[src/rtl/stopwatch_pkg.sv]
// Shared types and elaboration helpers for the stopwatch control unit.
// State codes are visible on the debug port, so the encoding is fixed.
package stopwatch_pkg;

  localparam int STATE_W = 2;

  typedef enum logic [STATE_W-1:0] {
    ST_IDLE = 2'b00,
    ST_RUN  = 2'b01,
    ST_LAP  = 2'b10,
    ST_STOP = 2'b11
  } sw_state_e;

  function automatic int calc_div(input int clk_hz, input int tick_hz);
    return clk_hz / tick_hz;
  endfunction

  // Width of a counter that holds the values 0..n-1; never narrower than one bit.
  function automatic int cnt_width(input int n);
    return (n <= 2) ? 1 : $clog2(n);
  endfunction

endpackage

[src/rtl/btn_conditioner.sv]
// Push-button conditioner: two-flop synchronizer, stable-level debounce and a
// one-cycle pulse on each accepted press (releases are filtered out).
module btn_conditioner
  import stopwatch_pkg::*;
#(
  parameter int DEBOUNCE_CYC = 1_000_000
) (
  input  logic clk,
  input  logic rst,
  input  logic btn_i,
  output logic press_o
);

  localparam int CW = cnt_width(DEBOUNCE_CYC);
  localparam logic [CW-1:0] CNT_MAX = CW'(DEBOUNCE_CYC - 1);

  logic          sync1_q, sync2_q;
  logic          level_q, level_d;
  logic          press_q, press_d;
  logic [CW-1:0] cnt_q, cnt_d;

  // The counter only runs while the synced input disagrees with the accepted level.
  always_comb begin
    level_d = level_q;
    press_d = 1'b0;
    cnt_d   = '0;
    if (sync2_q != level_q) begin
      if (cnt_q == CNT_MAX) begin
        level_d = sync2_q;
        press_d = sync2_q;
      end else begin
        cnt_d = cnt_q + CW'(1);
      end
    end
  end

  always_ff @(posedge clk) begin
    if (rst) begin
      sync1_q <= 1'b0;
      sync2_q <= 1'b0;
      level_q <= 1'b0;
      press_q <= 1'b0;
      cnt_q   <= '0;
    end else begin
      sync1_q <= btn_i;
      sync2_q <= sync1_q;
      level_q <= level_d;
      press_q <= press_d;
      cnt_q   <= cnt_d;
    end
  end

  assign press_o = press_q;

endmodule

[src/rtl/stopwatch_ctrl.sv]
// Stopwatch control: conditions both buttons, runs the IDLE/RUN/LAP/STOP FSM and
// produces the gated count tick, counter clear and display-hold controls.
module stopwatch_ctrl
  import stopwatch_pkg::*;
#(
  parameter int CLK_HZ       = 50_000_000,
  parameter int TICK_HZ      = 1,
  parameter int DEBOUNCE_CYC = 1_000_000
) (
  input  logic               clk,
  input  logic               rst,
  input  logic               start_stop,
  input  logic               lap,
  output logic               cnt_tick,
  output logic               cnt_clr,
  output logic               disp_hold,
  output logic               running,
  output logic [STATE_W-1:0] state
);

  localparam int DIV = calc_div(CLK_HZ, TICK_HZ);
  localparam int PW  = cnt_width(DIV);
  localparam logic [PW-1:0] PRE_MAX = PW'(DIV - 1);

  logic          ss_p, lap_p;
  sw_state_e     state_q, state_d;
  logic [PW-1:0] pre_q, pre_d;
  logic          tick_q, tick_d;
  logic          clr_q, clr_d;
  logic          run_w;

  btn_conditioner #(.DEBOUNCE_CYC(DEBOUNCE_CYC)) u_ss_btn (
    .clk     (clk),
    .rst     (rst),
    .btn_i   (start_stop),
    .press_o (ss_p)
  );

  btn_conditioner #(.DEBOUNCE_CYC(DEBOUNCE_CYC)) u_lap_btn (
    .clk     (clk),
    .rst     (rst),
    .btn_i   (lap),
    .press_o (lap_p)
  );

  assign run_w = (state_q == ST_RUN) || (state_q == ST_LAP);

  // start/stop is checked first everywhere so it wins over a coincident lap press.
  always_comb begin
    state_d = state_q;
    clr_d   = 1'b0;
    case (state_q)
      ST_IDLE: begin
        if (ss_p) state_d = ST_RUN;
      end
      ST_RUN: begin
        if (ss_p)       state_d = ST_STOP;
        else if (lap_p) state_d = ST_LAP;
      end
      ST_LAP: begin
        if (ss_p)       state_d = ST_STOP;
        else if (lap_p) state_d = ST_RUN;
      end
      ST_STOP: begin
        if (ss_p) begin
          state_d = ST_RUN;
        end else if (lap_p) begin
          state_d = ST_IDLE;
          clr_d   = 1'b1;
        end
      end
      default: state_d = ST_IDLE;
    endcase
  end

  // Prescaler freezes in STOP so a resume keeps the partial unit.
  always_comb begin
    pre_d  = pre_q;
    tick_d = 1'b0;
    if (run_w) begin
      if (pre_q == PRE_MAX) begin
        pre_d  = '0;
        tick_d = 1'b1;
      end else begin
        pre_d = pre_q + PW'(1);
      end
    end
    if (state_d == ST_IDLE) pre_d = '0;
  end

  always_ff @(posedge clk) begin
    if (rst) begin
      state_q <= ST_IDLE;
      pre_q   <= '0;
      tick_q  <= 1'b0;
      clr_q   <= 1'b0;
    end else begin
      state_q <= state_d;
      pre_q   <= pre_d;
      tick_q  <= tick_d;
      clr_q   <= clr_d;
    end
  end

  assign cnt_tick  = tick_q;
  assign cnt_clr   = clr_q;
  assign disp_hold = (state_q == ST_LAP);
  assign running   = run_w;
  assign state     = state_q;

endmodule

[config.mk]
export PLATFORM = sky130hd
export DESIGN_NAME = stopwatch_ctrl
export DESIGN_NICKNAME = d
export VERILOG_FILES = /design/src/rtl/stopwatch_pkg.sv /design/src/rtl/btn_conditioner.sv /design/src/rtl/stopwatch_ctrl.sv
export SDC_FILE = /design/constraint.sdc
export NUM_CORES = 1
export LEC_CHECK = 0
export CORE_MARGIN = 2
export CORE_UTILIZATION = 50
export DETAILED_ROUTE_END_ITERATION = 8
export GPL_TIMING_DRIVEN = 0
export PLACE_DENSITY_LB_ADDON = 0.12
export SYNTH_ARGS = -nofsm -noshare
export SYNTH_HDL_FRONTEND = slang
export SYNTH_SLANG_ARGS = --single-unit
export TNS_END_PERCENT = 10
[constraint.sdc]
create_clock -name clk -period 2.5 [get_ports clk]
set_input_delay 0.375 -clock clk [delete_from_list [all_inputs] [get_ports clk]]
set_output_delay 0.375 -clock clk [all_outputs]
set_load 0.02 [all_outputs]
==> metrics.md <==
| Metric | Value |
|---|---|
| P&R area growth vs syn | 13.6% |
| Syn Nets | 391 |
| RD Place Congestion | 0.769 |
| Commonest non-fill, non-tap cell in the layout | nor2_1 |
| Fillers | 637 |
| Detailed-route DRC error count | 0 |
| CTS Buf Count | 9 |
| VDD IR max | 0.283 mV |
| Final hold vios | 0 |
| Clock transition at the registers of the reported paths | 0.08 ns |
| Sw Ratio | 0.198 |
| Hold_buf cts | 0 |
| Synth Cell Area | 3390 um^2 |
| Skew-Pair Late Insertion Delay | 0.35 ns |
| Register area | 1560 um^2 |
| TritonCTS Sinks | 78 |
| First-pass GRT wire length | 10.7 mm |
| Status | finished, final reports clean |
| CTS tree | built |
| Synth top area cells | dfxtp_1 46%, xor2_1 11%, nor2_1 9.0% |
| Die Span Y | 86.4 um |
| Cell Int Power | 0.00192 W |
| RSZ-0062 raised after global routing | false |
| Area of the multi-input gates | 1750 um^2 |
| Most frequent cells in the layout | 81 x nor2_1, 78 x dfxtp_1, 44 x xor2_1 |
| Iter 0 DRT Violations | 106 |
| Placed insts | 469 |
| Max cap viols | 0 |
| Max_slew headroom | 0.540 |
| Initial antenna violation count | 0 |
| End-of-flow core utilization | 0.577 |
| Post-synthesis sequential area ratio | 0.460 |
| Crit-path max FO | 8 |
| Final hold slack | 0.452 ns |
| Post-DP HPWL | 4.23 mm |
| CP required | 2.74 ns |
| Seq cells post-synth | 78 |
| Ports | 10 |
| CTS Buffer Depth | 2 |
| Die area | 7460 um^2 |
| Synth unique cells | 38 |
| Clock network power share | 0.471 |
| Die Wd | 86.4 um |
| Combinational fraction of design power | 0.009 |
| Worst setup path category | register to register |
| Largest net degree at the start of global routing | 14 |
| Initial core utilization | 0.508 |
| EDFF count, synth | 0 |
| Flop pwr share | 0.520 |
| Vias per cell | 5.17 |
| GRT Total Usage | 0.182 |
| Net switching power | 0.000476 W |
| Syn Area/Cell | 8.93 um^2 |
| Startpoint Class | register |
| I/O Buffers | 9 |
| Final worst-path cycle share | 0.899 |
| Yosys top cell area share | 0.460 |
| Pwr/cell area | 623 nW/um^2 |
| Share of layout cells above drive strength 1 | 0.0786 |
| Number of global-route vias before repair | 2432 |
| Syn. warnings | 0 |
| Slew at the pin closest to its max-slew limit | 0.683 ns |
| Pins Over Slew Limit | 0 |
| Endpoints failing setup | 0 |
| Total chip power | 0.00240 W |
| WL per Instance | 12.4 um |
| Leak | 1.28 nW |
| WP data arrival | 2.48 ns |
| Ys async rst share | 0 |
| Core Region | 6680 um^2 |
| Antenna viol nets, final | 0 |
| First drt pass iteration count | 4 |
| Fin nets | 413 |
| Yosys top cell by area | dfxtp_1 |
| Hold Crit Class | register to register |
| Vias after detailed routing | 2519 |
| CP Capture Type | register |
| Max Fclk | 0.445 GHz |
| # rows | 30 |
| Main synth FF type | dfxtp_1 |
| Worst clock skew | 0.00987 ns |
| Final setup margin | 0.253 ns |
| Remaining Overflow, GRT | 0 |
| Diodes inserted | 0 |
| H-tree Lvls | 3 |
| Root buf cell | clkbuf_8 |
| Syn Inst Count | 380 |
| Post-Place Worst Slack | -0.0194 ns |
| Final min period | 2.25 ns |
| Post-Route WL | 6.06 mm |
| Final cell count without fillers | 487 |
[state kept, by name (all words and copies together), names as in the netlist]
name and cells:
u_lap_btn.level_q 1, cnt_clr 1, u_lap_btn.cnt_q 20, u_ss_btn.cnt_q 20, u_ss_btn.sync2_q 1, u_ss_btn.level_q 1, u_lap_btn.sync1_q 1, u_ss_btn.press_o 1
u_lap_btn.sync2_q 1, pre_q 26, state 2, u_lap_btn.press_o 1, u_ss_btn.sync1_q 1, cnt_tick 1
[power groups by stage]
stage          Sequential (W)  Combinational (W)  Clock [W]
2_1_floorplan         0.00128          0.0000123          0
3_3_place_gp          0.00128          0.0000221          0
3_5_place_dp          0.00128          0.0000221          0
4_1_cts               0.00125          0.0000224    0.00116
5_1_grt               0.00125          0.0000245    0.00122
6_report              0.00125          0.0000216    0.00113
[path summary, 6_finish.rpt]
check	from	depth (start not counted)	endpoint	slack, ns
max	state[1]	9	pre_q[25]	0.25
min	u_lap_btn.sync1_q	1	u_lap_btn.sync2_q	0.45
min reg2reg	u_lap_btn.sync1_q	1	u_lap_btn.sync2_q	0.45
max reg2reg	state[1]	9	pre_q[25]	0.25
[metal layers]
| layer | part of all wire | global-route usage | up-vias |
|---|---|---|---|
| met1 | 0.49 | 0.233 | 1168 |
| met5 | 0 | 0 | - |
| met3 | 0.019 | 0.0343 | 11 |
| met4 | 0.024 | 0.0938 | 0 |
| li1 | - | - | 1319 |
| met2 | 0.46 | 0.292 | 21 |
[per-stage QoR]
step	TNS (ns)	instance area (um^2)
floorplan	0	3390
global placement	0	3580
detailed placement	-0.0194	3580
CTS	0	3830
global route	0	3850
finish	0	3850
[area by class of cell]
cell class / count / share of cell area
Multi-Input combinational cell: 282 / 0.453
Sequential cell: 78 / 0.405
Clock buffer: 11 / 0.0341
Clock inverter: 5 / 0.0276
Timing Repair Buffer: 11 / 0.0273
Tap cell: 80 / 0.0260
Buffer: 12 / 0.0185
Inverter: 8 / 0.00779
[Yosys cell counts (3+ instances only)]
cell type	instances
nor3_1	7
nand2_1	26
nor4b_1	3
nor2_1	81
nand3_1	25
nand4_1	18
buf_2	3
and3_1	11
inv_1	8
nor4_1	4
or3_1	4
nor4_2	3
and4_1	4
nor2b_1	5
a21oi_1	3
dfxtp_1	78
ha_1	7
clkbuf_1	5
xor2_1	44
xnor2_1	17
[worst max-delay path: stages (launching register included)]
cell and delay [ns]:
dfxtp_1 0.43, inv_1 0.10, ha_1 0.34, clkbuf_1 0.28
nand4_1 0.13, buf_4 0.18, nor4_4 0.29, nand4_1 0.17
xor2_1 0.16, nor2_1 0.05
[cells by family (layout without fill, tap and decap cells)]
| group | after synthesis | count (layout) | share of synthesized area |
|---|---|---|---|
| flip-flops | 78 | 78 | 0.460 |
| multiplexers | 2 | 2 | 0.00590 |
| buffers and inverters | 20 | 47 | 0.0299 |
| adder cells (fa/ha/maj) | 7 | 7 | 0.0258 |
| AND/OR/NAND/NOR | 202 | 202 | 0.298 |
| AO/OA/AOI/OAI | 10 | 10 | 0.0221 |
| XOR/XNOR | 61 | 61 | 0.158 |
[what timing repair did]
action                     CTS  global route
setup endpoints to repair    2            12
resized for setup            1             1
gates cloned                 0             0
pin swaps                    0             2
buffers inserted             0             2
Power figures use the tool's default switching activity.
